## src/rtl/ping_echo_sequencer.sv

```systemverilog
// Pulse-echo controller: differential carrier burst with dead time, programmable wait, then a
// gated multi-channel record window. Single-shot or continuous re-arm, abort, frame counter.
module ping_echo_sequencer #(
    parameter int CLK_HZ     = 50_000_000,
    parameter int CARRIER_HZ = 40_000,
    parameter int N_CH       = 16,
    parameter int CNT_W      = 24,
    parameter int DEADTIME   = 4
) (
    input  logic             CLOCK_50,
    input  logic             reset,
    input  logic             start,
    input  logic             continuous,
    input  logic             abort,
    input  logic [7:0]       burst_cycles,
    input  logic [CNT_W-1:0] rec_delay,
    input  logic [CNT_W-1:0] rec_len,
    input  logic [N_CH-1:0]  ch_enable,
    output logic             tx_p,
    output logic             tx_n,
    output logic [N_CH-1:0]  mic_on,
    output logic             busy,
    output logic             frame_done,
    output logic [15:0]      frame_count,
    output logic [1:0]       state_out
);
    localparam int HALF_DIV = CLK_HZ / (2 * CARRIER_HZ);
    localparam int HW       = $clog2(HALF_DIV + 1);
    localparam logic [HW-1:0]    HMAX   = HW'(HALF_DIV - 1);
    localparam logic [HW-1:0]    DT     = HW'(DEADTIME);
    localparam logic [CNT_W-1:0] PERIOD = CNT_W'(2 * HALF_DIV);

    typedef enum logic [1:0] {S_IDLE = 2'd0, S_TX = 2'd1, S_WAIT = 2'd2, S_REC = 2'd3} state_t;

    state_t           r_state;
    logic [CNT_W-1:0] r_rem;
    logic [HW-1:0]    r_cnt;
    logic             r_phase;
    logic [CNT_W-1:0] r_delay;
    logic [CNT_W-1:0] r_len;
    logic [N_CH-1:0]  r_mask;
    logic             r_tx_p, r_tx_n, r_busy, r_frame_done;
    logic [N_CH-1:0]  r_mic_on;
    logic [15:0]      r_frame_count;

    logic             w_rem_last, w_wrap, w_phase_nxt, w_enter_tx, w_frame_end;
    logic [HW-1:0]    w_cnt_nxt;
    logic [CNT_W-1:0] w_tx_len;

    // r_rem holds the remaining cycles of the current state minus one
    assign w_rem_last  = (r_rem == '0);
    assign w_wrap      = (r_cnt == HMAX);
    assign w_cnt_nxt   = w_wrap ? '0 : r_cnt + HW'(1);
    assign w_phase_nxt = w_wrap ? ~r_phase : r_phase;
    assign w_tx_len    = (burst_cycles == 8'd0) ? '0
                       : PERIOD * CNT_W'(burst_cycles) - CNT_W'(1);
    assign w_frame_end = (r_state == S_REC) && w_rem_last;
    assign w_enter_tx  = ((r_state == S_IDLE) && start) || (w_frame_end && continuous);

    always_ff @(posedge CLOCK_50 or posedge reset) begin
        if (reset) begin
            r_state       <= S_IDLE;
            r_rem         <= '0;
            r_cnt         <= '0;
            r_phase       <= 1'b0;
            r_delay       <= '0;
            r_len         <= '0;
            r_mask        <= '0;
            r_tx_p        <= 1'b0;
            r_tx_n        <= 1'b0;
            r_mic_on      <= '0;
            r_busy        <= 1'b0;
            r_frame_done  <= 1'b0;
            r_frame_count <= '0;
        end else begin
            r_frame_done <= 1'b0;
            if (abort) begin
                r_state  <= S_IDLE;
                r_busy   <= 1'b0;
                r_rem    <= '0;
                r_tx_p   <= 1'b0;
                r_tx_n   <= 1'b0;
                r_mic_on <= '0;
            end else if (w_enter_tx) begin
                if (w_frame_end) begin
                    r_frame_done  <= 1'b1;
                    r_frame_count <= r_frame_count + 16'd1;
                end
                r_state  <= S_TX;
                r_busy   <= 1'b1;
                r_delay  <= rec_delay;
                r_len    <= rec_len;
                r_mask   <= ch_enable;
                r_rem    <= w_tx_len;
                r_cnt    <= '0;
                r_phase  <= 1'b1;
                r_tx_p   <= (burst_cycles != 8'd0) && (DT == '0);
                r_tx_n   <= 1'b0;
                r_mic_on <= '0;
            end else begin
                case (r_state)
                    S_TX: begin
                        if (w_rem_last) begin
                            r_state <= S_WAIT;
                            r_rem   <= (r_delay == '0) ? '0 : r_delay - CNT_W'(1);
                            r_tx_p  <= 1'b0;
                            r_tx_n  <= 1'b0;
                        end else begin
                            r_rem   <= r_rem - CNT_W'(1);
                            r_cnt   <= w_cnt_nxt;
                            r_phase <= w_phase_nxt;
                            r_tx_p  <= w_phase_nxt && (w_cnt_nxt >= DT);
                            r_tx_n  <= !w_phase_nxt && (w_cnt_nxt >= DT);
                        end
                    end
                    S_WAIT: begin
                        if (w_rem_last) begin
                            r_state  <= S_REC;
                            r_rem    <= (r_len == '0) ? '0 : r_len - CNT_W'(1);
                            r_mic_on <= (r_len == '0) ? '0 : r_mask;
                        end else begin
                            r_rem <= r_rem - CNT_W'(1);
                        end
                    end
                    S_REC: begin
                        // continuous re-arm is taken by the TX-entry branch above
                        if (w_rem_last) begin
                            r_state       <= S_IDLE;
                            r_busy        <= 1'b0;
                            r_mic_on      <= '0;
                            r_frame_done  <= 1'b1;
                            r_frame_count <= r_frame_count + 16'd1;
                        end else begin
                            r_rem <= r_rem - CNT_W'(1);
                        end
                    end
                    default: ;
                endcase
            end
        end
    end

    assign tx_p        = r_tx_p;
    assign tx_n        = r_tx_n;
    assign mic_on      = r_mic_on;
    assign busy        = r_busy;
    assign frame_done  = r_frame_done;
    assign frame_count = r_frame_count;
    assign state_out   = r_state;
endmodule

```

## config.mk

```make
export PLATFORM = sky130hd
export DESIGN_NAME = ping_echo_sequencer
export DESIGN_NICKNAME = d
export VERILOG_FILES = /design/src/rtl/ping_echo_sequencer.sv
export SDC_FILE = /design/constraint.sdc
export NUM_CORES = 1
export LEC_CHECK = 0
export BUFFER_PORTS_ARGS = -buffer_cell sky130_fd_sc_hd__buf_4
export CAP_MARGIN = 20
export CORE_UTILIZATION = 45
export CTS_CLUSTER_DIAMETER = 150
export DETAILED_ROUTE_END_ITERATION = 8
export PLACE_DENSITY = 0.67
export SYNTH_ARGS = -nofsm -noshare
export SYNTH_HDL_FRONTEND = slang
export SYNTH_SLANG_ARGS = --single-unit
```

## constraint.sdc

```tcl
create_clock -name CLOCK_50 -period 3.7 [get_ports CLOCK_50]
set_clock_uncertainty 0.2 [all_clocks]
set_input_delay 0 -clock CLOCK_50 [delete_from_list [all_inputs] [get_ports CLOCK_50]]
set_output_delay 0 -clock CLOCK_50 [all_outputs]
set_load 0.01 [all_outputs]
```

# Word level (Yosys, flattened, before mapping)
# Index checks and enable logic that the tools add are counted.
# W data, S select, Z words.
[word_totals]
register_bits = 137
output_inout_bits = 38
wordCells = 110
[classes]
n_addsub = 6
mul = 1
magnitude_cmp = 1
n_eq_ne = 10
muxes = 50
bitwise = 2
reduce_logical = 27
[op_table]
columns = ["cell", "count"]
rows = [
  ["$mux W24", 8],
  ["$mux W16", 9],
  ["$logic_not A24 Y1", 3],
  ["$pmux W24 S3", 1],
  ["$sub A24 B1 Y24 const B", 3],
  ["$mux W10", 4],
  ["$pmux W16 S2", 1],
  ["$mux W1", 21],
  ["$sub A19 B1 Y20 const B", 1],
  ["$mul A10 B8 Y18 const A", 1],
  ["$add A16 B1 Y16 const B", 1],
  ["$ne A4 B4 Y1 const B", 4],
  ["$add A10 B1 Y10 const B", 1],
  ["$eq A10 B10 Y1 const B", 1],
  ["$ge A10 B3 Y1 const B", 1],
  ["$mux W2", 5],
  ["$reduce_bool A3 Y1", 3],
  ["$logic_not A8 Y1", 1],
  ["$reduce_and A4 Y1", 2],
  ["$pmux W2 S3", 1],
  ["$reduce_and A2 Y1", 3],
  ["$reduce_and A3 Y1", 2],
  ["$reduce_bool A2 Y1", 3],
  ["$logic_and A1 B1 Y1", 5],
  ["9 further kinds", 12],
]

# Logic depth before layout (Yosys ltp)
# Gate-level depths: netlist (run 1).
[depth]
depth_word = 8
mapped_depth = 17
depth_no_buf = 17

# Worst setup path before layout (run 1)
# Ideal clock, no wire load.
[synth_path]
path_kind = "input-to-reg"
from = "in burst_cycles[5]"
to = "reg r_rem[19]"
setup_time_ns = 0.065
t_arrival_ns = 4.120
slack_ns = -0.685
stages = 15
path_buffers = 0
cell_sequence = "fa_1 > fa_1 > ha_1 > inv_1 > fa_1 > inv_1 > ha_1 > inv_1 > nor2_1 > or4b_2 > o31a_1 > a311oi_1 > nand2_1 > o31ai_2 > a31o_2"
[synth_between]
elab_chain_len = 5
elab_cells_between_ends = 6
cone_classes = "add/sub: 1; mul: 1; mux: 3; reduce/logical: 1"
[synth_rtl]
columns = ["element", "line", "rtl"]
rows = [
  ["from (decl)", "15", "input logic [7:0] burst_cycles,"],
  ["$mul A10 B8 Y18", "56", ": PERIOD * CNT_W'(burst_cycles) - CNT_W'(1);"],
  ["$sub A19 B1 Y20", "56", ""],
  ["$mux W24 *", "55", "assign w_tx_len = (burst_cycles == 8'd0) ? '0"],
  ["$mux W24 *", "84", "end else if (w_enter_tx) begin"],
  ["$mux W24 *", "77", "if (abort) begin"],
  ["to (signal assigned)", "94", "r_rem <= w_tx_len;"],
  ["to (signal assigned)", "105", "r_rem <= (r_delay == '0) ? '0 : r_delay - CNT_W'(1);"],
  ["to (signal assigned)", "109", "r_rem <= r_rem - CNT_W'(1);"],
  ["to (decl)", "36", "logic [CNT_W-1:0] r_rem;"],
]
# Every way passes the cells marked *; elsewhere a longest branch is shown, timed or not.
# A chain may end at the register's enable or synchronous reset.

# Worst setup path in the final report (run 1)
[layout_path]
from = "in burst_cycles[5]"
to = "reg r_rem[22]"
# The elaborated chain is that of the path after synthesis.

==> results of run 1 <==
[sequential cells by signal (all words and copies together), names as in the netlist]
register and flops:
r_delay 24, r_len 24, r_rem 24, frame_count 16, mic_on 16, r_mask 16, r_cnt 10, state_out 2
busy 1, frame_done 1, r_phase 1, tx_n 1, tx_p 1
[worst max-delay path: stages]
cell,delay [ps]
buf_8,100
fa_1,550
fa_1,410
ha_1,290
inv_2,40
fa_2,530
inv_2,40
ha_4,160
a21oi_4,170
buf_6,120
buf_4,90
buf_4,100
nor3b_1,200
nand2_1,110
a311oi_2,310
nand2_1,130
o31ai_4,340
o211a_1,200
[synth_stat cells, types with 5 or more instances]
| cell type | count | area, µm² |
|---|---|---|
| dfrtp_1 | 137 | 3430 |
| nor2_1 | 73 | 274 |
| mux2_2 | 60 | 676 |
| o21ai_0 | 60 | 300 |
| xnor2_1 | 57 | 499 |
| nand2_1 | 56 | 210 |
| ha_1 | 51 | 638 |
| inv_1 | 46 | 173 |
| a21oi_1 | 40 | 200 |
| nor3_1 | 34 | 170 |
| nand3_1 | 32 | 160 |
| xor2_1 | 32 | 280 |
| nor4_1 | 21 | 131 |
| a22o_1 | 19 | 166 |
| buf_2 | 17 | 85.1 |
| clkbuf_1 | 17 | 63.8 |
| nand4_1 | 13 | 81.3 |
| fa_1 | 12 | 240 |
| or4_1 | 11 | 82.6 |
| and3_1 | 10 | 62.6 |
| a211oi_1 | 9 | 67.6 |
| or3_1 | 9 | 56.3 |
| o211ai_1 | 8 | 60.1 |
| a221oi_1 | 7 | 61.3 |
| o31ai_1 | 7 | 52.6 |
| and2_1 | 6 | 37.5 |
| nand2b_1 | 6 | 37.5 |
| a31o_2 | 5 | 43.8 |
| nor3b_1 | 5 | 37.5 |
| o22ai_1 | 5 | 31.3 |
[cell families after synthesis]
kind of cell,Yosys count,synth area share
xor+xnor,89,0.0840
simple gates,306,0.175
flops,137,0.369
compound gates,214,0.161
mux,63,0.0760
fa+ha+maj,63,0.0946
buf+inv,86,0.0396
[layer usage]
layer | global-route usage | up-vias | routed length, µm
met5 | 0 | - | 0
met4 | 0.0800 | 0 | 576
met3 | 0.0574 | 45 | 1310
met2 | 0.406 | 253 | 12400
met1 | 0.315 | 4082 | 10800
li1 | - | 4013 | -
[where the power goes]
part           total, mW  leakage (nW)  internal [mW]  switching, mW
Combinational       2.49          3.41           1.27           1.22
Sequential          2.07          1.73           1.75          0.318
Clock               1.80         0.297           1.13          0.671
Total               6.36          5.44           4.15           2.21
[cell type report]
class                           count  area, µm²
Clock buffer                       18        429
Clock inverter                     14        196
Tap cell                          270        338
Fill cell                        1652       7680
Timing Repair Buffer              271       2260
Sequential cell                   137       3430
Multi-Input combinational cell    735       5710
Inverter                           46        181
[stage by stage]
step / setup TNS [ps] / instance area, µm² / utilization
2_1_floorplan: -1740 / 9350 / -
4_1_cts: -0.730 / 12400 / 0.611
5_1_grt: -1130 / 12600 / 0.620
6_report: -208 / 12600 / 0.620
3_5_place_dp: -5280 / 11000 / 0.542
3_3_place_gp: -4700 / 11000 / 0.542
[how the worst max path moves through the flow]
stage,start,end,slack [ps]
2_1_floorplan,burst_cycles[7],r_rem[19]$_DFFE_PP0P_,-330
3_3_place_gp,burst_cycles[7],r_rem[22]$_DFFE_PP0P_,-480
3_5_place_dp,burst_cycles[7],r_rem[22]$_DFFE_PP0P_,-530
4_1_cts,burst_cycles[5],r_rem[22]$_DFFE_PP0P_,-0.7
5_1_grt,burst_cycles[5],r_rem[21]$_DFFE_PP0P_,-210
6_report,burst_cycles[5],r_rem[22]$_DFFE_PP0P_,-60
[timing repair]
| item | CTS | global route |
|---|---|---|
| setup buffers | 4 | 2 |
| endpoints found under the setup margin | 6 | 12 |
| hold endpoints to repair | 110 | 0 |
| hold buffers | 71 | 0 |
| resized for setup | 7 | 37 |
| pin swaps | 16 | 25 |
==> impl_summary.txt, run 1 <==
----------------------------------------------------
[Run status]
  Run status ... finished, violations left
  Violations in the final reports ... negative setup slack

[Detailed routing]
  ANT nets after route ... 0
  Wire length reported by the detailed router ... about 25000 µm
  Initial detailed-routing violation count ... 576
  Routed wire per std cell ... about 17 µm
  Per-cell via count in the routed design ... 5.63
  DR pass1 iterations ... 6
  Total number of vias ... 8393
  DRC violation count after routing ... 0

[Setup path]
  Worst reg-to-reg setup slack ... between 200 and 250 ps
  Crit. End Element ... flip-flop
  Required arrival time at the worst endpoint ... 3860 ps
  Max Fanout on Critical Path ... 5
  Reg2Reg Depth ... 9
  Arrival time of data at the critical path endpoint ... slightly below 4000 ps
  Endpoint of the worst register-to-register path ... r_rem[6]$_DFFE_PP0P_
  Type of origin of the critical path ... input pin
  Startpoint of the lowest-slack register-to-register path ... r_len[0]$_DFFE_PP0P_
  Critical path type ... input pin to flip-flop

[Power]
  Leakage power total ... 5.44 nW
  Worst-case vdd ir drop ... ~0.00034 V
  Cell Pwr Density ... 507 nW/µm²
  Total power ... 6.36 mW

[STA]
  Endpoints failing hold ... 0
  Slew headroom ... 0.217
  Minimum clock period ... roughly 3800 ps
  Fin crit share ... 1.02
  Highest clock rate ... roughly 270 MHz
  Final max-slew violation count ... 0
  Unrepaired setup endpoints after global routing ... true
  Post-Route Hold Slack ... 44.4 ps
  Number of setup violations in the final report ... 5
  Worst slew pin tran ... 1170 ps
  Final worst setup slack ... -55.7 ps

[Die]
  Overall die width ... 146 µm
  Number of ports placed on the die boundary ... 115
  Overall die area ... 21200 µm²
  Initial core utilization ... 0.459
  Placeable core region ... roughly 20000 µm²
  Die Height ... 146 µm
  Placement row count ... 52

[Global routing]
  Number of antenna violations at the first check in global routing ... 0
  Global route overflow ... 0
  Number of global-route vias before repair ... 8359
  Wire length of the first global-routing pass ... 41500 µm
  Largest net degree at the start of global routing ... 72
  Global-route total usage across every layer ... 0.245

[Yosys]
  Synth Cell Area ... 9290 µm²
  Yosys warns ... 0
  Post-synth EDFFs ... 0
  Total nets after synthesis ... 1098
  Async S/R FF share, synth ... 1.00
  Syn Inst Count ... 958
  Dominant synthesized flop cell ... dfrtp_1
  Number of unique standard cell types used by synthesis ... 81
  Yosys reg bits ... ~140
  Share of synthesized area occupied by flip-flops and latches ... 0.369
  Post-Synthesis Mean Instance Area ... between 9 and 10 µm²

[Final layout]
  Number of diodes added for antenna fixing ... 0
  Commonest cells after routing, fill and taps aside ... 192 x buf_4, 137 x dfrtp_1, 73 x nor2_1, 71 x dlygate4sd3_1, 60 x mux2_2
  Non-filler cells in the finished layout ... 1491
  Area growth from synthesis to layout ... 35.2%
  Fraction of layout instances using a drive strength above 1 ... 0.296
  Fin nets ... 1348
  Most common library cell in the layout ignoring fill and taps ... buf_4

[Clock network]
  Clock transition at the registers of the reported paths ... 60 ps
  Clock insertion delay at the later pin of the skew report ... 420 ps
  TritonCTS clock tree ... built
  Number of levels the H-tree was split into ... 4
  Total CTS buffers ... 17
  Maximum buffer depth of the clock tree ... 2
  Clk sinks ... 137
  Clock Root Buffer ... clkbuf_16

[Placed design]
  # placed instances ... 1382
  Weighted congestion at the end of routability-driven global placement ... 0.896
  IO buf count ... 114
  Post-detail-place hpwl ... 17900 µm
  Minimum setup slack after placement ... -534 ps

[Run]
  Number of violations of the max-capacitance limit ... 0

[Worst hold path]
  Worst hold path type ... input pin to asynchronous set/reset pin

----------------------------------------------------
(Power assumes the default switching activity.)
==> run 2, diff against run 1 <==
CORE_UTILIZATION = 54   (was 45)
PLACE_DENSITY = 0.78   (was 0.67)
RECOVER_POWER = 25   (was default)
==> impl_summary.txt, run 2 (synthesis results as in run 1) <==
----------------------------------------------------
[Placed design]
  Weighted congestion at the end of routability-driven global placement ... 0.951 (+6.2%)
  Post-detail-place hpwl ... 17600 µm (-1.9%)
  IO buf count ... 114 (unchanged)

[STA]
  Unrepaired setup endpoints after global routing ... true
  Endpoints failing hold ... 0 (unchanged)
  Post-Route Hold Slack ... 15.3 ps (-29.1 ps)
  Final max-slew violation count ... 138 (+138)
  Worst slew pin tran ... 1890 ps (+719 ps)
  Fin crit share ... 1.03 (+0.0171)
  Number of setup violations in the final report ... 5 (unchanged)
  Highest clock rate ... 262 MHz (-1.7%)
  Minimum clock period ... 3820 ps (+63.3 ps)
  Final worst setup slack ... -119 ps (-63.3 ps)
  Slew headroom ... -0.257 (-0.474)
  Setup Total Neg Slack ... -519 ps (-310 ps)

[Worst hold path]
  Worst hold path type ... input pin to flip-flop

[Detailed routing]
  Wire length reported by the detailed router ... 27200 µm (+8.5%)
  Total number of vias ... 8774 (+4.5%)
  Per-cell via count in the routed design ... 6.09 (+8.2%)
  Initial detailed-routing violation count ... 1035 (+80%)
  DR pass1 iterations ... 8 (+2)
  Routed wire per std cell ... 18.9 µm (+12%)
  ANT nets after route ... 0 (unchanged)
  DRC violation count after routing ... 0 (unchanged)

[Global routing]
  Global-route total usage across every layer ... 0.311 (+0.0663)
  M1 GR Usage ... 0.401 (+0.0860)
  M3 GR Usage ... 0.0700 (+0.0126)
  Number of antenna violations at the first check in global routing ... 0 (unchanged)
  Met2 Usage GRT ... 0.516 (+0.110)
  Busiest layer in global routing ... met2
  Global route overflow ... 0 (unchanged)
  Number of global-route vias before repair ... 8644 (+3.4%)
  Largest net degree at the start of global routing ... 138 (+92%)
  Wire length of the first global-routing pass ... 43700 µm (+5.3%)

[Clock network]
  Maximum buffer depth of the clock tree ... 2 (unchanged)
  TritonCTS clock tree ... built
  Clock transition at the registers of the reported paths ... 60 ps (about the same)
  Clock insertion delay at the later pin of the skew report ... 420 ps (about the same)
  Clk sinks ... 137 (unchanged)
  Total CTS buffers ... 17 (unchanged)
  Number of levels the H-tree was split into ... 4 (unchanged)
  Clock Root Buffer ... clkbuf_16

[Run status]
  Run status ... finished, violations left
  Violations in the final reports ... max-capacitance violations, max-slew violations, negative setup slack

[Power]
  Worst-case vdd ir drop ... 0.000390 V (+15%)
  Cell Pwr Density ... 515 nW/µm² (+1.6%)
  Total power ... 6.38 mW (+0.30%)
  Leakage power total ... 5.35 nW (-1.5%)

[Setup path]
  Crit. End Element ... flip-flop
  Arrival time of data at the critical path endpoint ... 3980 ps (+60 ps)
  Critical path type ... input pin to flip-flop
  Required arrival time at the worst endpoint ... 3860 ps (about the same)
  Type of origin of the critical path ... input pin
  Max Fanout on Critical Path ... 5 (unchanged)

[Run]
  Number of violations of the max-capacitance limit ... 1 (+1)

[Final layout]
  Fill cells ... 1098 (-34%)
  Fraction of layout instances using a drive strength above 1 ... 0.282 (-0.0139)
  Commonest cells after routing, fill and taps aside ... 173 x buf_4, 137 x dfrtp_1, 72 x dlygate4sd3_1, 71 x nor2_1, 60 x mux2_2
  Leading registers by flop count ... r_delay x24, r_len x24, r_rem x24
  Fin nets ... 1348 (unchanged)
  Area growth from synthesis to layout ... 33.5%
  Most common library cell in the layout ignoring fill and taps ... buf_4
  Number of diodes added for antenna fixing ... 0 (unchanged)

[Die]
  Placeable core region ... 16700 µm² (-17%)
  Number of ports placed on the die boundary ... 115 (unchanged)
  Overall die width ... 133 µm (-8.6%)
  Initial core utilization ... 0.556 (+0.0971)
  Overall die area ... 17700 µm² (-16%)
  Die Height ... 133 µm (-8.6%)
  Placement row count ... 47 (-9.6%)

----------------------------------------------------
==> run 2: cell count changes in the layout (fill, tap and decap cells not counted), sizes merged <==
cell         change
clkinvlp         -1
inv              -1
clkinv           -1
clkbuf          +24
dlygate4sd3      +1
bufinv           -1
buf             -21
==> run 2: power by group <==
part | internal [mW] | switching [mW]
clock | 1.12 | 0.673
combinational | 1.24 | 1.26
sequential | 1.75 | 0.334
total | 4.11 | 2.27
==> run 2: cell type report <==
type	count	area [µm²]	area share
Timing Repair Buffer	271	2180	0.176
Inverter	46	181	0.0146
Sequential cell	137	3430	0.277
Clock inverter	10	141	0.0114
Tap cell	220	275	0.0222
Multi-Input combinational cell	735	5710	0.461
Clock buffer	22	474	0.0383
==> run 2: path summary, 6_finish.rpt <==
check / startpoint / endpoint / slack [ps] / cells after the start
worst max register to register: r_len[0]$_DFFE_PP0P_ / r_rem[6]$_DFFE_PP0P_ / 300 / 9
worst min register to register: frame_count[15]$_DFFE_PP0P_ / frame_count[15]$_DFFE_PP0P_ / 280 / 1
max in group asynchronous: reset / r_delay[19]$_DFFE_PP0P_ / 1470 / 4
worst max-delay path: burst_cycles[7] / r_rem[21]$_DFFE_PP0P_ / -120 / 16
worst min-delay path: burst_cycles[2] / r_rem[3]$_DFFE_PP0P_ / 20 / 5
min in group asynchronous: reset / frame_done$_DFF_PP0_ / 630 / 4
==> run 2: worst max-delay path, stage by stage <==
cell      delay (ps)
buf_6            100
fa_1             550
fa_1             430
ha_1             300
inv_2             40
fa_2             510
inv_2             40
ha_4             300
nand3_2           70
a211oi_2         300
nor4_1            80
a211o_1          310
a311oi_2         270
nand2_2          110
o31ai_4          350
a31o_2           210
==> run 2: timing repair <==
action	4_1_cts	5_1_grt
endpoints found under the setup margin	6	12
pin swaps	22	41
gates resized for setup	13	29
buffers inserted	5	2
hold buffers	72	0
endpoints found under the hold margin	218	0
==> run 2: per-layer routing <==
layer | up-vias | share of wire
met5 | - | 0
met2 | 422 | 0.49
li1 | 4010 | -
met1 | 4247 | 0.41
met3 | 95 | 0.069
met4 | 0 | 0.030
==> run 2: metrics by stage <==
stage	setup slack, ps	cell area, µm²	utilization	cells
floorplan	-325	9350	-	958
global placement	-474	10900	0.652	1330
detailed placement	-559	10900	0.652	1330
CTS	-46.1	12300	0.737	1439
global route	-260	12400	0.742	1441
finish	-119	12400	0.742	1441
==> run 3, diff against run 2 <==
TNS_END_PERCENT = 30   (was default)
==> impl_summary.txt, run 3 (synthesis results as in run 1) <==
----------------------------------------------------
[Setup path]
  Crit. End Element ... flip-flop
  Arrival time of data at the critical path endpoint ... 3960 ps (-20 ps)
  Max Fanout on Critical Path ... 5 (unchanged)
  Type of origin of the critical path ... input pin
  Critical path type ... input pin to flip-flop
  Required arrival time at the worst endpoint ... 3860 ps (about the same)

[Global routing]
  Number of global-route vias before repair ... 8644 (unchanged)
  Wire length of the first global-routing pass ... 43700 µm (unchanged)
  Global-route total usage across every layer ... 0.311 (unchanged)
  Global route overflow ... 0 (unchanged)
  Number of antenna violations at the first check in global routing ... 0 (unchanged)
  Largest net degree at the start of global routing ... 138 (unchanged)

[Die]
  Placeable core region ... 16700 µm² (unchanged)
  Overall die area ... 17700 µm² (unchanged)
  Placement row count ... 47 (unchanged)
  Overall die width ... 133 µm (unchanged)
  Die Height ... 133 µm (unchanged)
  Initial core utilization ... 0.556 (unchanged)
  Number of ports placed on the die boundary ... 115 (unchanged)

[Final layout]
  Most common library cell in the layout ignoring fill and taps ... buf_4
  Fill cells ... 1106 (+0.73%)
  Fraction of layout instances using a drive strength above 1 ... 0.279 (-0.00269)
  Commonest cells after routing, fill and taps aside ... 174 x buf_4, 137 x dfrtp_1, 72 x nor2_1, 72 x dlygate4sd3_1, 60 x mux2_2
  Fin nets ... 1349 (+0.074%)
  Multi-input gate area in the final layout ... 5680 µm² (-0.53%)
  Number of diodes added for antenna fixing ... 0 (unchanged)
  Area growth from synthesis to layout ... 33.2%
  Leading registers by flop count ... r_delay x24, r_len x24, r_rem x24
  Sequential Area ... 3430 µm² (unchanged)
  Design Area, Final ... 12400 µm² (-0.20%)

[Detailed routing]
  Met1 WL ... 11000 µm (-1.0%)
  Wire length reported by the detailed router ... 27000 µm (-0.64%)
  DR pass1 iterations ... 9 (+1)
  Per-cell via count in the routed design ... 6.06 (-0.40%)
  Highest routed layer ... met4
  Initial detailed-routing violation count ... 1147 (+11%)
  ANT nets after route ... 0 (unchanged)
  Routed wire per std cell ... 18.7 µm (-0.71%)
  DRC violation count after routing ... 2 (+2)
  Detailed-routed wire length on met3 ... 1980 µm (+5.8%)
  Routed length on met2 ... 13100 µm (-1.7%)
  Total number of vias ... 8745 (-0.33%)

[Clock network]
  Clk sinks ... 137 (unchanged)
  Total CTS buffers ... 17 (unchanged)
  Clock transition at the registers of the reported paths ... 60 ps (about the same)
  Number of levels the H-tree was split into ... 4 (unchanged)
  Clock Root Buffer ... clkbuf_16
  Maximum buffer depth of the clock tree ... 2 (unchanged)
  Clock insertion delay at the later pin of the skew report ... 430 ps (about the same)
  TritonCTS clock tree ... built

[Placed design]
  Weighted congestion at the end of routability-driven global placement ... 0.951 (unchanged)
  Post-place instance area ... 10900 µm² (unchanged)
  IO buf count ... 114 (unchanged)
  Post-detail-place hpwl ... 17600 µm (unchanged)
  Minimum setup slack after placement ... -559 ps (unchanged)

[Run status]
  Violations in the final reports ... design-rule violations, max-capacitance violations, max-slew violations, negative setup slack
  Run status ... finished, violations left

[Power]
  Cell Pwr Density ... 515 nW/µm² (about the same)
  Leakage power total ... 5.35 nW (about the same)
  Worst-case vdd ir drop ... 0.000390 V (about the same)

[STA]
  Minimum clock period ... 3800 ps (-17.9 ps)
  Fin crit share ... 1.03 (-0.00485)
  Highest clock rate ... 263 MHz (+0.47%)
  Final max-slew violation count ... 138 (unchanged)
  Unrepaired setup endpoints after global routing ... true
  Endpoints failing hold ... 0 (unchanged)
  Slew headroom ... -0.261 (-0.00355)
  Worst slew pin tran ... 1890 ps (+5.32 ps)
  Number of setup violations in the final report ... 5 (unchanged)
  Final worst setup slack ... -101 ps (+17.9 ps)

[Worst hold path]
  Worst hold path type ... input pin to flip-flop

[Run]
  Number of violations of the max-capacitance limit ... 1 (unchanged)

----------------------------------------------------
## run 3: power breakdown
part           total (mW)  internal, mW  switching [mW]
clock                1.79          1.12           0.678
sequential           2.09          1.75           0.336
combinational        2.49          1.24            1.24
total                6.37          4.11            2.26
## run 3: layout make-up
cell class	instances	share of cell area
inverters	46	0.0145
flip-flops and latches	137	0.277
well taps	220	0.0223
multi-input cells	735	0.459
clock buffers	22	0.0383
repair buffers	272	0.177
clock inverters	10	0.0114
## run 3: final timing paths
path	to	from	cells past startpoint	slack, ps
setup / recovery	r_rem[21]$_DFFE_PP0P_	burst_cycles[7]	16	-100
hold / removal	state_out[0]$_DFFE_PP0P_	start	4	30
setup reg to reg	r_rem[6]$_DFFE_PP0P_	r_len[0]$_DFFE_PP0P_	9	280
hold reg to reg	frame_count[15]$_DFFE_PP0P_	frame_count[15]$_DFFE_PP0P_	1	280
max in group asynchronous	r_len[9]$_DFFE_PP0P_	reset	4	1480
min in group asynchronous	frame_done$_DFF_PP0_	reset	4	640
## run 3: repair_timing
action	CTS	global route
buffers inserted	5	1
pin swaps	21	35
endpoints found under the hold margin	218	0
endpoints found under the setup margin	6	12
gates resized for setup	13	23
hold buffers	72	0
## run 3: critical path, cell delays in order
cell and delay (ps):
buf_6 100, fa_1 550, fa_1 430, ha_1 300, inv_2 40, fa_2 510
inv_2 40, ha_4 290, nand3_2 70, a211oi_2 290, nor4_1 70, a211o_1 310
a311oi_2 270, nand2_2 110, o31ai_4 360, a31o_2 210
## run 3: metrics by stage
step           utilization  setup TNS [ps]  std cells  power (mW)  hold WS, ps
2_1_floorplan            -           -1740        958        3.49        -83.2
3_3_place_gp         0.652           -4480       1330        4.20         9.35
3_5_place_dp         0.652           -5520       1330        4.27         11.6
4_1_cts              0.737            -113       1439        6.20         8.24
5_1_grt              0.741           -1560       1442        6.69         54.8
6_report             0.741            -424       1442        6.37         30.0
## run 3: metal layers
| metal | track usage | vias up |
|---|---|---|
| li1 | - | 4005 |
| met1 | 0.401 | 4199 |
| met2 | 0.516 | 444 |
| met3 | 0.0700 | 97 |
| met4 | 0.108 | 0 |
| met5 | 0 | - |
